==> src/rtl/draw_sprite_scan.sv <==
// draw_sprite_scan: scans a 20x20 right-facing Pac-Man sprite one pixel per
// clock and emits VGA-adapter pixel writes, then holds done_print until the
// requester drops writeEn.
//
// Optional feature macro: SPRITE_ERASE_EN. When defined, this adds an `erase`
// input that is sampled on acceptance and forces colour to 0 for that print.
//
// Ports:
//   clock, resetn     - rising-edge clock, asynchronous active-low reset
//   writeEn           - level request, held high for the whole print
//   startx, starty    - sprite origin, latched on acceptance
//   erase             - (SPRITE_ERASE_EN only) blank print, latched on acceptance
//   x, y, colour, plot- registered pixel write to the VGA adapter
//   done_print        - print complete, held while writeEn stays high
//   busy              - scan in progress
module draw_sprite_scan #(
    parameter int unsigned WIDTH  = 20,
    parameter int unsigned HEIGHT = 20,
    parameter int unsigned X_MAX  = 160,
    parameter int unsigned Y_MAX  = 120
) (
    input  logic       clock,
    input  logic       resetn,
    input  logic       writeEn,
    input  logic [7:0] startx,
    input  logic [6:0] starty,
`ifdef SPRITE_ERASE_EN
    input  logic       erase,
`endif
    output logic [7:0] x,
    output logic [6:0] y,
    output logic       colour,
    output logic       plot,
    output logic       done_print,
    output logic       busy
);

    localparam int unsigned CW = (WIDTH  > 1) ? $clog2(WIDTH)  : 1;
    localparam int unsigned RW = (HEIGHT > 1) ? $clog2(HEIGHT) : 1;

    typedef enum logic [1:0] {IDLE, SCAN, DONE} state_e;

    state_e        state_q, state_d;
    logic [CW-1:0] col_q, col_d;
    logic [RW-1:0] row_q, row_d;
    logic          cnt_vld_q, cnt_vld_d;
    logic [7:0]    sx_q, sx_d;
    logic [6:0]    sy_q, sy_d;
    logic          erase_q, erase_d;
    logic          issue;

    // Stage 1: computed pixel for the index issued by the counters
    logic          s1_vld_q, s1_last_q, s1_inb_q, s1_body_q;
    logic [7:0]    s1_x_q;
    logic [6:0]    s1_y_q;

    // Output stage
    logic [7:0]    x_q;
    logic [6:0]    y_q;
    logic          colour_q, plot_q, out_last_q, done_q, busy_q;

    logic          last_col, last_row;
    logic [5:0]    dx, dy, adx, ady;
    logic [7:0]    sq_x, sq_y;
    logic [8:0]    dist2;
    logic          mouth, body;
    logic [8:0]    px;
    logic [7:0]    py;
    logic          inb;

    assign last_col = (col_q == CW'(WIDTH - 1));
    assign last_row = (row_q == RW'(HEIGHT - 1));

    // Sprite shape: disc of radius 10 around (10,10) minus a right-facing wedge
    assign dx    = 6'(col_q) - 6'd10;
    assign dy    = 6'(row_q) - 6'd10;
    assign adx   = dx[5] ? (6'd0 - dx) : dx;
    assign ady   = dy[5] ? (6'd0 - dy) : dy;
    assign sq_x  = 8'(adx) * 8'(adx);
    assign sq_y  = 8'(ady) * 8'(ady);
    assign dist2 = 9'(sq_x) + 9'(sq_y);
    assign mouth = !dx[5] && (dx != 6'd0) && ({ady, 1'b0} <= {1'b0, adx});
    assign body  = (dist2 <= 9'd100) && !mouth;

    // Screen address, one bit wider than the outputs so overflow clips
    assign px  = 9'(sx_q) + 9'(col_q);
    assign py  = 8'(sy_q) + 8'(row_q);
    assign inb = (px < 9'(X_MAX)) && (py < 8'(Y_MAX));

    // Next-state and counter control
    always_comb begin
        state_d   = state_q;
        col_d     = col_q;
        row_d     = row_q;
        cnt_vld_d = cnt_vld_q;
        sx_d      = sx_q;
        sy_d      = sy_q;
        erase_d   = erase_q;
        issue     = 1'b0;
        case (state_q)
            IDLE: begin
                if (writeEn) begin
                    sx_d      = startx;
                    sy_d      = starty;
`ifdef SPRITE_ERASE_EN
                    erase_d   = erase;
`else
                    erase_d   = 1'b0;
`endif
                    col_d     = '0;
                    row_d     = '0;
                    cnt_vld_d = 1'b1;
                    state_d   = SCAN;
                end
            end
            SCAN: begin
                if (!writeEn) begin
                    cnt_vld_d = 1'b0;
                    state_d   = IDLE;
                end else begin
                    // Leave once the last pixel has been presented on the outputs
                    if (out_last_q) begin
                        state_d = DONE;
                    end
                    if (cnt_vld_q) begin
                        issue = 1'b1;
                        if (last_col) begin
                            col_d = '0;
                            if (last_row) begin
                                cnt_vld_d = 1'b0;
                            end else begin
                                row_d = row_q + RW'(1);
                            end
                        end else begin
                            col_d = col_q + CW'(1);
                        end
                    end
                end
            end
            DONE: begin
                if (!writeEn) begin
                    state_d = IDLE;
                end
            end
            default: state_d = IDLE;
        endcase
    end

    // State, pipeline and output registers
    always_ff @(posedge clock or negedge resetn) begin
        if (!resetn) begin
            state_q    <= IDLE;
            col_q      <= '0;
            row_q      <= '0;
            cnt_vld_q  <= 1'b0;
            sx_q       <= '0;
            sy_q       <= '0;
            erase_q    <= 1'b0;
            s1_vld_q   <= 1'b0;
            s1_last_q  <= 1'b0;
            s1_inb_q   <= 1'b0;
            s1_body_q  <= 1'b0;
            s1_x_q     <= '0;
            s1_y_q     <= '0;
            x_q        <= '0;
            y_q        <= '0;
            colour_q   <= 1'b0;
            plot_q     <= 1'b0;
            out_last_q <= 1'b0;
            done_q     <= 1'b0;
            busy_q     <= 1'b0;
        end else begin
            state_q    <= state_d;
            col_q      <= col_d;
            row_q      <= row_d;
            cnt_vld_q  <= cnt_vld_d;
            sx_q       <= sx_d;
            sy_q       <= sy_d;
            erase_q    <= erase_d;
            s1_vld_q   <= issue;
            s1_last_q  <= issue && last_col && last_row;
            if (issue) begin
                s1_inb_q  <= inb;
                s1_body_q <= body && !erase_q;
                s1_x_q    <= px[7:0];
                s1_y_q    <= py[6:0];
            end
            // Output stage always drains stage 1, so an abort still flushes one pixel
            x_q        <= s1_x_q;
            y_q        <= s1_y_q;
            colour_q   <= s1_body_q;
            plot_q     <= s1_vld_q && s1_inb_q;
            out_last_q <= s1_last_q;
            done_q     <= (state_d == DONE);
            busy_q     <= (state_d == SCAN);
        end
    end

    assign x          = x_q;
    assign y          = y_q;
    assign colour     = colour_q;
    assign plot       = plot_q;
    assign done_print = done_q;
    assign busy       = busy_q;

endmodule

==> config.mk <==
export PLATFORM = sky130hd
export DESIGN_NAME = draw_sprite_scan
export DESIGN_NICKNAME = d
export VERILOG_FILES = /design/src/rtl/draw_sprite_scan.sv
export SDC_FILE = /design/constraint.sdc
export NUM_CORES = 1
export LEC_CHECK = 0
export BUFFER_PORTS_ARGS = -buffer_cell sky130_fd_sc_hd__buf_4
export CORE_AREA = 2 2 89 91
export DETAILED_ROUTE_END_ITERATION = 7
export DIE_AREA = 0 0 91 93
export PLACE_DENSITY = 0.78
export SETUP_SLACK_MARGIN = 0.1
export SYNTH_ARGS = -nofsm -noshare
export SYNTH_HDL_FRONTEND = slang
export SYNTH_SLANG_ARGS = --single-unit
==> constraint.sdc <==
create_clock -name clock -period 5.71 [get_ports clock]
set_input_delay 0.571 -clock clock [delete_from_list [all_inputs] [get_ports clock]]
set_output_delay 0.571 -clock clock [all_outputs]
set_load 0.01 [all_outputs]
==> impl_metrics.xml <==
<?xml version="1.0" encoding="UTF-8"?>
<metrics>
  <group name="outcome">
    <metric name="run_status" unit="">finished clean</metric>
  </group>
  <group name="floorplan">
    <metric name="i_o_pin_count" unit="">37</metric>
    <metric name="floorplan.initialDensity" unit="%">58.3</metric>
    <metric name="design.core.area" unit="sq um">7530</metric>
    <metric name="std_cell_rows" unit="">32</metric>
    <metric name="dieHeight" unit="um">93</metric>
    <metric name="floorplan.die_area" unit="sq um">8460</metric>
    <metric name="width_of_the_die" unit="um">91</metric>
  </group>
  <group name="timing">
    <metric name="max_clock_freq" unit="MHz">188</metric>
    <metric name="timing.final.setup_violations" unit="">0</metric>
    <metric name="period_needed" unit="ns">5.31</metric>
    <metric name="timing.clock.skew" unit="ns">0.0108</metric>
    <metric name="timing.max_slew.rel_slack" unit="%">46.2</metric>
    <metric name="maxSlewViolCount" unit="">0</metric>
    <metric name="grt_setup_unrepaired" unit="">false</metric>
    <metric name="post-route-period-util" unit="%">93.0</metric>
    <metric name="worst_max_slew_pin_slew" unit="ns">0.808</metric>
    <metric name="report.final.hold_viol_count" unit="">0</metric>
    <metric name="fin_tns_setup" unit="ns">0</metric>
  </group>
  <group name="cts">
    <metric name="clock_tree.htree_level_count" unit="">3</metric>
    <metric name="tritoncts.num_buffers" unit="">9</metric>
    <metric name="worstSkewPairLatency" unit="ns">0.35</metric>
    <metric name="clock-sinks" unit="">67</metric>
    <metric name="postCtsHoldBufs" unit="">0</metric>
    <metric name="root_buffer" unit="">clkbuf_8</metric>
    <metric name="cts_max_path_buffers" unit="">2</metric>
    <metric name="clock_tree_from_tritoncts" unit="">built</metric>
    <metric name="clkTransAtPathRegs" unit="ns">0.07</metric>
  </group>
  <group name="global_route">
    <metric name="grt_first_pass_wirelength" unit="mm">15.0</metric>
    <metric name="grt_pass1_vias" unit="">3293</metric>
    <metric name="grt.overflow.total" unit="">0</metric>
    <metric name="grt_start_max_net_pins" unit="">68</metric>
    <metric name="grt_antenna_before_repair" unit="">0</metric>
    <metric name="global_route.usage.total" unit="%">22.5</metric>
  </group>
  <group name="drt">
    <metric name="drt_drc_violations_left" unit="">0</metric>
    <metric name="postRouteAntennaNets" unit="">0</metric>
    <metric name="vias" unit="">3227</metric>
    <metric name="dr.first_iter.drc_count" unit="">205</metric>
    <metric name="drt-wirelength-per-cell" unit="um">14.8</metric>
    <metric name="drt_wl_total" unit="mm">8.73</metric>
    <metric name="pre_antenna_drt_iters" unit="">5</metric>
    <metric name="avgViaCountPerCell" unit="">5.48</metric>
  </group>
  <group name="critical_path">
    <metric name="worst-endpoint-arrival" unit="ns">5.55</metric>
    <metric name="worst-path-buf-inv" unit="">3</metric>
    <metric name="ff2ff_setup_slack" unit="ns">0.40</metric>
    <metric name="worst_r2r_endpoint" unit="">s1_body_q</metric>
    <metric name="path_max_fanout" unit="">8</metric>
    <metric name="critPathLaunchType" unit="">flip-flop</metric>
    <metric name="critical-path-max-stage-delay" unit="ns">0.54</metric>
    <metric name="setup.worst_path.class" unit="">reg2reg</metric>
    <metric name="path_cells" unit="">inv_1, ha_1, nor2b_1, a32oi_1, o22ai_2, and2_1, fa_1, inv_1, fa_1, inv_1, fa_1, ha_1, a21o_1, a21oi_1, xnor2_1, xnor2_1, ha_1, nand2b_1, mux2i_1, a31oi_1, o22ai_1, a22o_1</metric>
    <metric name="cp-end-kind" unit="">flip-flop</metric>
    <metric name="worstPathRequired" unit="ns">5.95</metric>
    <metric name="reg_to_reg_start" unit="">row_q[1]</metric>
    <metric name="cp_top_family" unit="">adder cells</metric>
    <metric name="critical-path-slowest-cell" unit="">fa_1</metric>
    <metric name="r2r_cells" unit="">22</metric>
  </group>
  <group name="yosys">
    <metric name="yosys.area.top_type" unit="">dfrtp_1</metric>
    <metric name="synthTopCellsByArea" unit="">dfrtp_1 (38%), ha_1 (13%), fa_1 (7.8%), xnor2_1 (5.0%), mux2_2 (3.6%)</metric>
    <metric name="synth.cell_area" unit="sq um">4390</metric>
    <metric name="syn_avg_cell_area" unit="sq um">10.2</metric>
    <metric name="synth.top_cell.area_share" unit="%">38.2</metric>
    <metric name="yosys_register_bits" unit="">67</metric>
    <metric name="post_syn_instances" unit="">432</metric>
    <metric name="most_instantiated_flip_flop_cell_in_the_synthesis_netlist" unit="">dfrtp_1</metric>
    <metric name="synth.top_cells.by_count" unit="">dfrtp_1 (67), ha_1 (47), inv_1 (40)</metric>
    <metric name="ys_seq_area_share" unit="%">38.2</metric>
    <metric name="synth-async-reset-ratio" unit="%">100</metric>
    <metric name="synth_enable_flop_cells" unit="">0</metric>
    <metric name="yosysMostFrequentCell" unit="">dfrtp_1</metric>
    <metric name="yosys_warnings" unit="">0</metric>
    <metric name="synth_cell_types" unit="">46</metric>
  </group>
  <group name="place">
    <metric name="dpl.hpwl" unit="mm">6.26</metric>
    <metric name="numPlacedInstances" unit="">571</metric>
    <metric name="placedInstanceArea" unit="sq um">4810</metric>
    <metric name="placement.io_buffers" unit="">36</metric>
    <metric name="gp_congestion" unit="">0.919</metric>
  </group>
  <group name="layout">
    <metric name="area_delta_synth_final" unit="%">15.9</metric>
    <metric name="antenna_cells_inserted" unit="">0</metric>
    <metric name="final_area" unit="sq um">5080</metric>
    <metric name="layout.filler_cells" unit="">577</metric>
    <metric name="instances_no_fill" unit="">589</metric>
    <metric name="drive_above_1_share" unit="%">18.7</metric>
    <metric name="finish.net_count" unit="">564</metric>
  </group>
  <group name="min_path">
    <metric name="hold_path.class" unit="">in2async</metric>
  </group>
  <group name="run">
    <metric name="max_cap_violations" unit="">0</metric>
  </group>
</metrics>
==> per-stage QoR <==
stage / setup WS (ns) / hold slack (ns) / util, %
floorplan: 0.597 / 0.275 / -
global placement: 0.363 / 0.336 / 63.9
detailed placement: 0.166 / 0.339 / 63.9
CTS: 0.128 / 0.339 / 66.9
global route: 0.0613 / 0.373 / 67.5
finish: 0.400 / 0.321 / 67.5
==> sequential cells by signal, indices dropped and copies added, names as in the netlist <==
| signal | flops |
|---|---|
| s1_x_q | 8 |
| sx_q | 8 |
| x | 8 |
| s1_y_q | 7 |
| sy_q | 7 |
| y | 7 |
| col_q | 5 |
| row_q | 5 |
| state_q | 2 |
| busy | 1 |
| cnt_vld_q | 1 |
| colour | 1 |
| done_print | 1 |
| out_last_q | 1 |
| plot | 1 |
| s1_body_q | 1 |
| s1_inb_q | 1 |
| s1_last_q | 1 |
| s1_vld_q | 1 |
==> layout by cell type (no fill, tap or decap), types with 14 or more instances in the layout <==
master and count:
dfrtp_1 64, inv_1 38, xnor2_1 24, nand2_1 28, ha_1 46, nor2_1 30, buf_4 44, fa_1 17
a21oi_1 20, o21ai_0 26, mux2_2 14
==> final cells by class <==
class	count	area, sq um	area share, %
clock buffers	10	138	2.71
clock inverters	6	87.6	1.72
inverters	40	153	3.00
multi-input cells	320	2570	50.5
flip-flops and latches	67	1680	33.1
well taps	102	128	2.51
repair buffers	44	330	6.50
==> metal layers <==
layer	vias up	routed length [um]	track usage, %
li1	1569	-	-
met1	1566	3690	26.9
met2	73	4520	39.6
met3	19	282	4.03
met4	0	235	10.7
met5	-	0	0
==> how the worst max path moves through the flow <==
stage	endpoint	depth (start not counted)	start	slack, ns
finish	s1_body_q	22	row_q[1]	0.40
detailed placement	s1_body_q	22	col_q[1]	0.17
CTS	s1_body_q	22	col_q[1]	0.13
floorplan	s1_body_q	23	col_q[1]	0.60
global route	s1_body_q	22	row_q[1]	0.06
global placement	s1_body_q	23	col_q[1]	0.36
==> timing repair <==
item	in CTS	in global routing
endpoints found under the setup margin	0	1
hold endpoints to repair	0	0
setup buffers	0	2
resized for setup	0	13
==> logic make-up (layout without fill, tap and decap cells) <==
family          count (synthesis)  count (layout)  synth area share [%]
compound gates                 89              89                  12.7
other cells                     2               7                 0.171
flops                          67              67                  38.2
buf+inv                        50             100                  4.39
fa+ha+maj                      64              64                  21.2
xor+xnor                       36              36                  7.19
simple gates                  106             106                  11.6
mux                            18              18                  4.51
Power is left out: the tool's default activity adds up to more than one toggle a clock period on the data nets, which glitch-free logic cannot reach.
